`config.mk`:
```
export PLATFORM = sky130hd
export DESIGN_NAME = div_iter_flat
export DESIGN_NICKNAME = d
export VERILOG_FILES = /design/src/rtl/div_iter_if.sv /design/src/rtl/div_iter.sv /design/src/flat_wrapper.sv
export SDC_FILE = /design/constraint.sdc
export NUM_CORES = 1
export LEC_CHECK = 0
export CAP_MARGIN = 15
export CORE_MARGIN = 10
export CORE_UTILIZATION = 60
export CTS_CLUSTER_DIAMETER = 120
export DETAILED_ROUTE_END_ITERATION = 8
export HOLD_SLACK_MARGIN = 0.05
export PLACE_DENSITY_LB_ADDON = 0.2
export SLEW_MARGIN = 15
export SYNTH_ARGS = -nofsm -noshare
export SYNTH_HDL_FRONTEND = slang
export SYNTH_SLANG_ARGS = --single-unit
```
`constraint.sdc`:
```
create_clock -name clk -period 11 [get_ports clk]
set_clock_uncertainty 0.1 [all_clocks]
set_input_delay 2.2 -clock clk [delete_from_list [all_inputs] [get_ports clk]]
set_output_delay 2.2 -clock clk [all_outputs]
set_load 0.01 [all_outputs]
```
`src/rtl/div_iter_if.sv`:
```
// div_iter_if: request/response bundle between the pipeline and the iterative divider.
interface div_iter_if #(parameter int WIDTH = 32);
    logic               start;
    logic               annul;
    logic               signed_div;
    logic [WIDTH-1:0]   opdata1;
    logic [WIDTH-1:0]   opdata2;
    logic [2*WIDTH-1:0] result;
    logic               ready;
    logic               busy;
    logic               div_by_zero;
    modport master (
        output start, annul, signed_div, opdata1, opdata2,
        input  result, ready, busy, div_by_zero
    );
    modport slave (
        input  start, annul, signed_div, opdata1, opdata2,
        output result, ready, busy, div_by_zero
    );
endinterface

```
`src/rtl/div_iter.sv`:
```
// div_iter: restoring radix-2 divider, one quotient bit per cycle, result = {remainder, quotient}.
module div_iter #(parameter int WIDTH = 32) (
    input logic       clk,
    input logic       rst,
    div_iter_if.slave bus
);
    typedef enum logic [1:0] {IDLE, DIVZERO, ON, END} state_t;
    localparam int CW = $clog2(WIDTH);
    localparam logic [CW-1:0] LAST = CW'(WIDTH - 1);
    state_t           state;
    logic [CW-1:0]    cnt;
    logic             neg_q, neg_r;
    logic [WIDTH-1:0] q, r, d;
    logic             a_neg, b_neg;
    logic [WIDTH-1:0] a_mag, b_mag;
    logic [WIDTH:0]   shifted, diff;
    logic [WIDTH-1:0] q_n, r_n, q_fix, r_fix;
    always_comb begin
        a_neg   = bus.signed_div & bus.opdata1[WIDTH-1];
        b_neg   = bus.signed_div & bus.opdata2[WIDTH-1];
        a_mag   = a_neg ? -bus.opdata1 : bus.opdata1;
        b_mag   = b_neg ? -bus.opdata2 : bus.opdata2;
        shifted = {r, q[WIDTH-1]};
        diff    = shifted - {1'b0, d};
        // a borrow out of the trial subtract means the divisor did not fit
        q_n     = {q[WIDTH-2:0], ~diff[WIDTH]};
        r_n     = diff[WIDTH] ? shifted[WIDTH-1:0] : diff[WIDTH-1:0];
        q_fix   = neg_q ? -q_n : q_n;
        r_fix   = neg_r ? -r_n : r_n;
    end
    always_ff @(posedge clk or posedge rst) begin
        if (rst) begin
            state           <= IDLE;
            cnt             <= '0;
            neg_q           <= 1'b0;
            neg_r           <= 1'b0;
            q               <= '0;
            r               <= '0;
            d               <= '0;
            bus.result      <= '0;
            bus.ready       <= 1'b0;
            bus.busy        <= 1'b0;
            bus.div_by_zero <= 1'b0;
        end else begin
            case (state)
                IDLE: if (bus.start && !bus.annul) begin
                    bus.busy <= 1'b1;
                    if (bus.opdata2 != '0) begin
                        state <= ON;
                        q     <= a_mag;
                        r     <= '0;
                        d     <= b_mag;
                        neg_q <= a_neg ^ b_neg;
                        neg_r <= a_neg;
                        cnt   <= '0;
                    end else begin
                        state <= DIVZERO;
                        r     <= bus.opdata1;
                    end
                end
                DIVZERO: begin
                    bus.busy <= 1'b0;
                    if (bus.annul) state <= IDLE;
                    else begin
                        state           <= END;
                        bus.ready       <= 1'b1;
                        bus.result      <= {r, {WIDTH{1'b1}}};
                        bus.div_by_zero <= 1'b1;
                    end
                end
                ON: if (bus.annul) begin
                    state    <= IDLE;
                    bus.busy <= 1'b0;
                end else begin
                    q   <= q_n;
                    r   <= r_n;
                    cnt <= (cnt == LAST) ? cnt : cnt + 1'b1;
                    if (cnt == LAST) begin
                        state           <= END;
                        bus.busy        <= 1'b0;
                        bus.ready       <= 1'b1;
                        bus.result      <= {r_fix, q_fix};
                        bus.div_by_zero <= 1'b0;
                    end
                end
                END: if (!bus.start || bus.annul) begin
                    state     <= IDLE;
                    bus.ready <= 1'b0;
                end
                default: state <= IDLE;
            endcase
        end
    end
endmodule

```
`src/flat_wrapper.sv`:
```
// flat-port wrapper written by rule: the top's interface ports become plain ports
module div_iter_flat 
#(parameter int WIDTH = 32)
  (clk, rst, bus_start, bus_annul, bus_signed_div, bus_opdata1, bus_opdata2, bus_result, bus_ready, bus_busy, bus_div_by_zero);
  div_iter_if #(.WIDTH(WIDTH)) bus_i ();
  input logic clk;
  input logic rst;
  input wire logic [$bits(bus_i.start)-1:0] bus_start;
  input wire logic [$bits(bus_i.annul)-1:0] bus_annul;
  input wire logic [$bits(bus_i.signed_div)-1:0] bus_signed_div;
  input wire logic [$bits(bus_i.opdata1)-1:0] bus_opdata1;
  input wire logic [$bits(bus_i.opdata2)-1:0] bus_opdata2;
  output wire logic [$bits(bus_i.result)-1:0] bus_result;
  output wire logic [$bits(bus_i.ready)-1:0] bus_ready;
  output wire logic [$bits(bus_i.busy)-1:0] bus_busy;
  output wire logic [$bits(bus_i.div_by_zero)-1:0] bus_div_by_zero;
  assign bus_i.start = bus_start;
  assign bus_i.annul = bus_annul;
  assign bus_i.signed_div = bus_signed_div;
  assign bus_i.opdata1 = bus_opdata1;
  assign bus_i.opdata2 = bus_opdata2;
  assign bus_result = bus_i.result;
  assign bus_ready = bus_i.ready;
  assign bus_busy = bus_i.busy;
  assign bus_div_by_zero = bus_i.div_by_zero;
  div_iter #(.WIDTH(WIDTH)) u_core (.clk(clk), .rst(rst), .bus(bus_i));
endmodule
```
# ---- Yosys cells after proc, flatten, opt, wreduce, memory -nomap -nowiden
# Index checks and enable logic that the tools add are counted.
dict set report totals {
  wordCells 91
  register_bits 172
  out_inout_bits 67
}
dict set report classes {
  reduce_logical 18
  bitwise 4
  add_sub_neg 6
  muxes 40
  eq_ne 12
}
# op n
set op_table {}
lappend op_table {{32-bit 2-to-1 mux} 11}
lappend op_table {{64-bit 2-to-1 mux} 3}
lappend op_table {{32-bit negation} 4}
lappend op_table {{32-bit one-hot mux with 2 select lines} 2}
lappend op_table {{64-bit one-hot mux with 2 select lines} 1}
lappend op_table {{33-bit by 32-bit subtractor with 33-bit output} 1}
lappend op_table {{32-bit nonzero test} 1}
lappend op_table {{5-bit 2-to-1 mux} 4}
lappend op_table {{2-bit 2-to-1 mux} 6}
lappend op_table {{3-bit AND reduction} 4}
lappend op_table {{5-bit one-hot mux with 2 select lines} 1}
lappend op_table {{5-bit AND reduction} 2}
lappend op_table {{1-bit 2-to-1 mux} 8}
lappend op_table {{2-bit by 1-bit != test with 1-bit output, second input constant} 4}
lappend op_table {{2-bit one-hot mux with 4 select lines} 1}
lappend op_table {{4-bit AND reduction} 2}
lappend op_table {{2-bit != test, second input constant} 3}
lappend op_table {{1-bit one-hot mux with 3 select lines} 2}
lappend op_table {{3-bit nonzero test} 2}
lappend op_table {{5-bit by 1-bit adder with 5-bit output, second input constant} 1}
lappend op_table {{5-bit == test, second input constant} 1}
lappend op_table {{2-bit == test, second input constant} 2}
lappend op_table {{2-bit nonzero test} 2}
lappend op_table {{3-bit by 2-bit != test with 1-bit output, second input constant} 1}
lappend op_table {{9 further kinds} 11}

# ---- Logic depth before layout (Yosys ltp)
dict set report depth {
  ltp_word 7
  ltp_mapped 24
  ltp_nobuf 21
}

# ---- Worst setup path before layout
# Ideal clock, no wire load.
dict set report synth_timing {
  kind {input port to flip-flop}
  start {input bus_opdata2[8]}
  end {register u_core.cnt[0]}
  arrival_time_ns 4.698
  setup_time_ns 0.121
  n_path_buf 1
  stages 12
  path_slack_ns 6.081
  cell_sequence {nor4_1 > nand2b_1 > nor4_2 > nand2_1 > nor2_1 > nand2_1 > or3_1 > clkbuf_1 > o21ai_2 > nor2_1 > mux2_2 > a22o_1}
}
dict set report synth_via {
  elab_chain_cells 3
}
# item line_no
set synth_rtl {}
lappend synth_rtl {{start: declaration} flat_wrapper.sv:12} ;# input wire logic [$bits(bus_i.opdata2)-1:0] bus_opdata2;
lappend synth_rtl {{32-bit nonzero test} div_iter.sv:48} ;# if (bus.opdata2 != '0) begin
lappend synth_rtl {{2-bit by 1-bit != test with 1-bit output (no line)} n/a}
lappend synth_rtl {{5-bit AND reduction (no line)} n/a}
lappend synth_rtl {{end signal: assignment} div_iter.sv:77} ;# cnt <= (cnt == LAST) ? cnt : cnt + 1'b1;
lappend synth_rtl {{end: declaration} div_iter.sv:11} ;# logic [CW-1:0] cnt;
# No other way between the ends.
# A chain may end at the register's enable or synchronous reset.

# ---- Worst setup path in the final report
dict set report layout_timing {
  start {input bus_opdata2[5]}
  end {register u_core.cnt[0]}
}
# The elaborated chain is that of the path after synthesis.

==> flow_summary.json <==
{
  "gr-usage-all-layers": 0.266,
  "syn_area_sq_mm": 0.0127,
  "fin_crit_sh": 0.553,
  "status": "finished, final reports clean",
  "setup_violations": 0,
  "first_global_vias": 11983,
  "globalRouteOverflowTotal": 0,
  "tns_ns": 0,
  "synth_nets": 1732,
  "routed_wl_microns": 36500,
  "worstSetupEndpointType": "register",
  "cp.required_ns": 11.22,
  "cts_root_buf": "clkbuf_16",
  "die_w_microns": 165,
  "clock-sinks": 172,
  "max_freq_mhz": 165,
  "drive_above_1_share": 0.0492,
  "ys.flop_type": "dfrtp_1",
  "first_pass_iters": 7,
  "drc": 0,
  "syn-instance-count": 1619,
  "drt_iter0_drc": 1172,
  "ctsHoldBuffers": 0,
  "drv_slew": 0,
  "cts_buffers": 17,
  "rsz0062_at_grt": "false",
  "max-slew-margin-rel": 0.221,
  "die_h_microns": 165,
  "viasPerCell": 6.28,
  "hold_violations": 0,
  "ctsHtreeMaxLevel": 4,
  "finalNetCount": 1809,
  "post_cts_resized": 0,
  "cts_buffer_depth": 2,
  "worst_slew_pin_slew_ns": 1.17,
  "worstHoldPathType": "reg2reg",
  "dieArea_sq_mm": 0.0274,
  "ant_nets": 0,
  "grt_max_degree": 111,
  "insertion_delay_ns": 0.44,
  "ios": 136,
  "coreArea_sq_mm": 0.0209,
  "cts_tree": "yes",
  "crit_arrival_ns": 6.30,
  "yosys_register_bits": 172,
  "async_flop_share": 1.00,
  "via_count": 12457,
  "routabilityCongestion": 0.913,
  "ys_seq_area_frac": 0.339,
  "antenna_found_initial": 0,
  "path_class": "in2reg",
  "grt_pass1_wl_microns": 59600,
  "yosys_warnings": 0,
  "numPortBuffers": 135,
  "final.min_clock_period_ns": 6.08,
  "path_clk_slew_ns": 0.07,
  "wl_per_cell_microns": 18.4,
  "dp_hpwl_microns": 26200,
  "syn_area_per_cell_sq_um": 7.84,
  "row_count": 53,
  "post-cts-setup-buffers": 0,
  "startpoint_type": "input pin",
  "start_util": 0.607,
  "area_growth_pct": 16.5,
  "synth-edff-count": 0,
  "critPathMaxFanout": 72,
  "ys_types": 81,
  "cap_violations": 0
}
-- cell usage in the layout, fill, tap and decap left out, drive strengths merged, types with 7 or more instances in the layout --
master	netlist	routed
mux2i	22	22
xnor2	55	55
ha	43	43
a21oi	217	217
or3	22	22
o21a	13	13
clkbuf	71	17
clkdlybuf4s50	0	135
o221ai	9	9
inv	57	65
buf	19	13
nand2	199	199
o31ai	21	21
nand2b	15	15
a21boi	10	10
and3	41	41
o211ai	7	7
o21ai	163	163
nor4	17	17
and2	9	9
o41ai	12	12
nand4	8	8
dfrtp	172	172
nand3	16	16
xor2	71	71
a21o	10	10
nor2	167	167
a31oi	23	23
nor3	36	36
or4	12	12
-- layout make-up --
type,count,area [sq um]
diodes,1,2.50
clock buffers,17,425
clock inverters,15,193
fillers,1714,6110
inverters,57,219
multi-input cells,1300,7850
flip-flops and latches,172,4300
well taps,275,344
repair buffers,148,1450
-- sequential cells by signal, summed over array words and instances, names as in the netlist --
name                    count
u_core.neg_q                1
u_core.bus.div_by_zero      1
u_core.q                   32
u_core.bus.ready            1
u_core.state                2
u_core.bus.result          64
u_core.cnt                  5
u_core.r                   32
u_core.bus.busy             1
u_core.d                   32
u_core.neg_r                1
-- critical path, cell delays in order --
cell and delay, ns:
clkdlybuf4s50_1 0.50, nor4_1 0.37, nand2b_1 0.16, nor4_2 0.44, nand2_1 0.21, nor2_1 0.23, nand2_1 0.17, or3_1 0.64
o21ai_4 0.21, buf_4 0.53, nor2_1 0.16, mux2_2 0.30, a22o_1 0.17
-- synthesized netlist by cell type, types with 11 or more instances --
master | count | area, sq um
a21oi_1 | 214 | 1070
nand2_1 | 197 | 739
dfrtp_1 | 172 | 4300
nor2_1 | 167 | 627
o21ai_0 | 136 | 681
clkbuf_1 | 71 | 267
xor2_1 | 70 | 613
inv_1 | 56 | 210
xnor2_1 | 55 | 482
ha_1 | 43 | 538
and3_1 | 41 | 257
nor3_1 | 36 | 180
o21ai_1 | 25 | 125
a31oi_1 | 22 | 138
mux2i_1 | 22 | 220
or3_1 | 22 | 138
o31ai_1 | 20 | 150
nand3_1 | 16 | 80.1
nor4_1 | 16 | 100
nand2b_1 | 15 | 93.8
o21a_1 | 13 | 97.6
buf_2 | 11 | 55.1
or4_1 | 11 | 82.6
-- stage by stage --
stage / util / instance area, sq um / std cells / setup WS (ns) / hold slack (ns)
floorplan: - / 12700 / 1619 / 4.04 / 0.379
global placement: 0.678 / 14200 / 1952 / 4.66 / 0.360
detailed placement: 0.678 / 14200 / 1952 / 4.56 / 0.370
CTS: 0.708 / 14800 / 1984 / 5.01 / 0.386
global route: 0.708 / 14800 / 1984 / 4.67 / 0.418
finish: 0.708 / 14800 / 1985 / 4.92 / 0.379
-- per-layer routing --
layer | GRT usage | up-vias | wire length, microns
met5 | 0 | - | 0
met4 | 0.0998 | 0 | 908
met3 | 0.0434 | 69 | 2620
met2 | 0.439 | 505 | 17700
met1 | 0.344 | 5966 | 15300
li1 | - | 5917 | -
-- path summary, 6_finish.rpt --
check | startpoint | endpoint | slack (ns) | cells past startpoint
min reg2reg | u_core.bus.result[39] | u_core.bus.result[39] | 0.38 | 2
min | u_core.bus.result[39] | u_core.bus.result[39] | 0.38 | 2
max | bus_opdata2[5] | u_core.cnt[0] | 4.92 | 13
min in group asynchronous | rst | u_core.bus.div_by_zero | 2.26 | 2
max in group asynchronous | rst | u_core.q[21] | 7.19 | 3
max reg2reg | u_core.q[31] | u_core.bus.result[62] | 5.20 | 21
-- cell families after synthesis --
| logic type | after synthesis | synth area share |
|---|---|---|
| AND/OR/NAND/NOR | 569 | 0.209 |
| buffers and inverters | 147 | 0.0458 |
| flip-flops | 172 | 0.339 |
| adder cells (fa/ha/maj) | 44 | 0.0440 |
| AO/OA/AOI/OAI | 536 | 0.254 |
| multiplexers | 25 | 0.0200 |
| XOR/XNOR | 126 | 0.0885 |
Power is not shown: default switching activity piles up to over one toggle a cycle in this logic, so the estimate is an artifact.
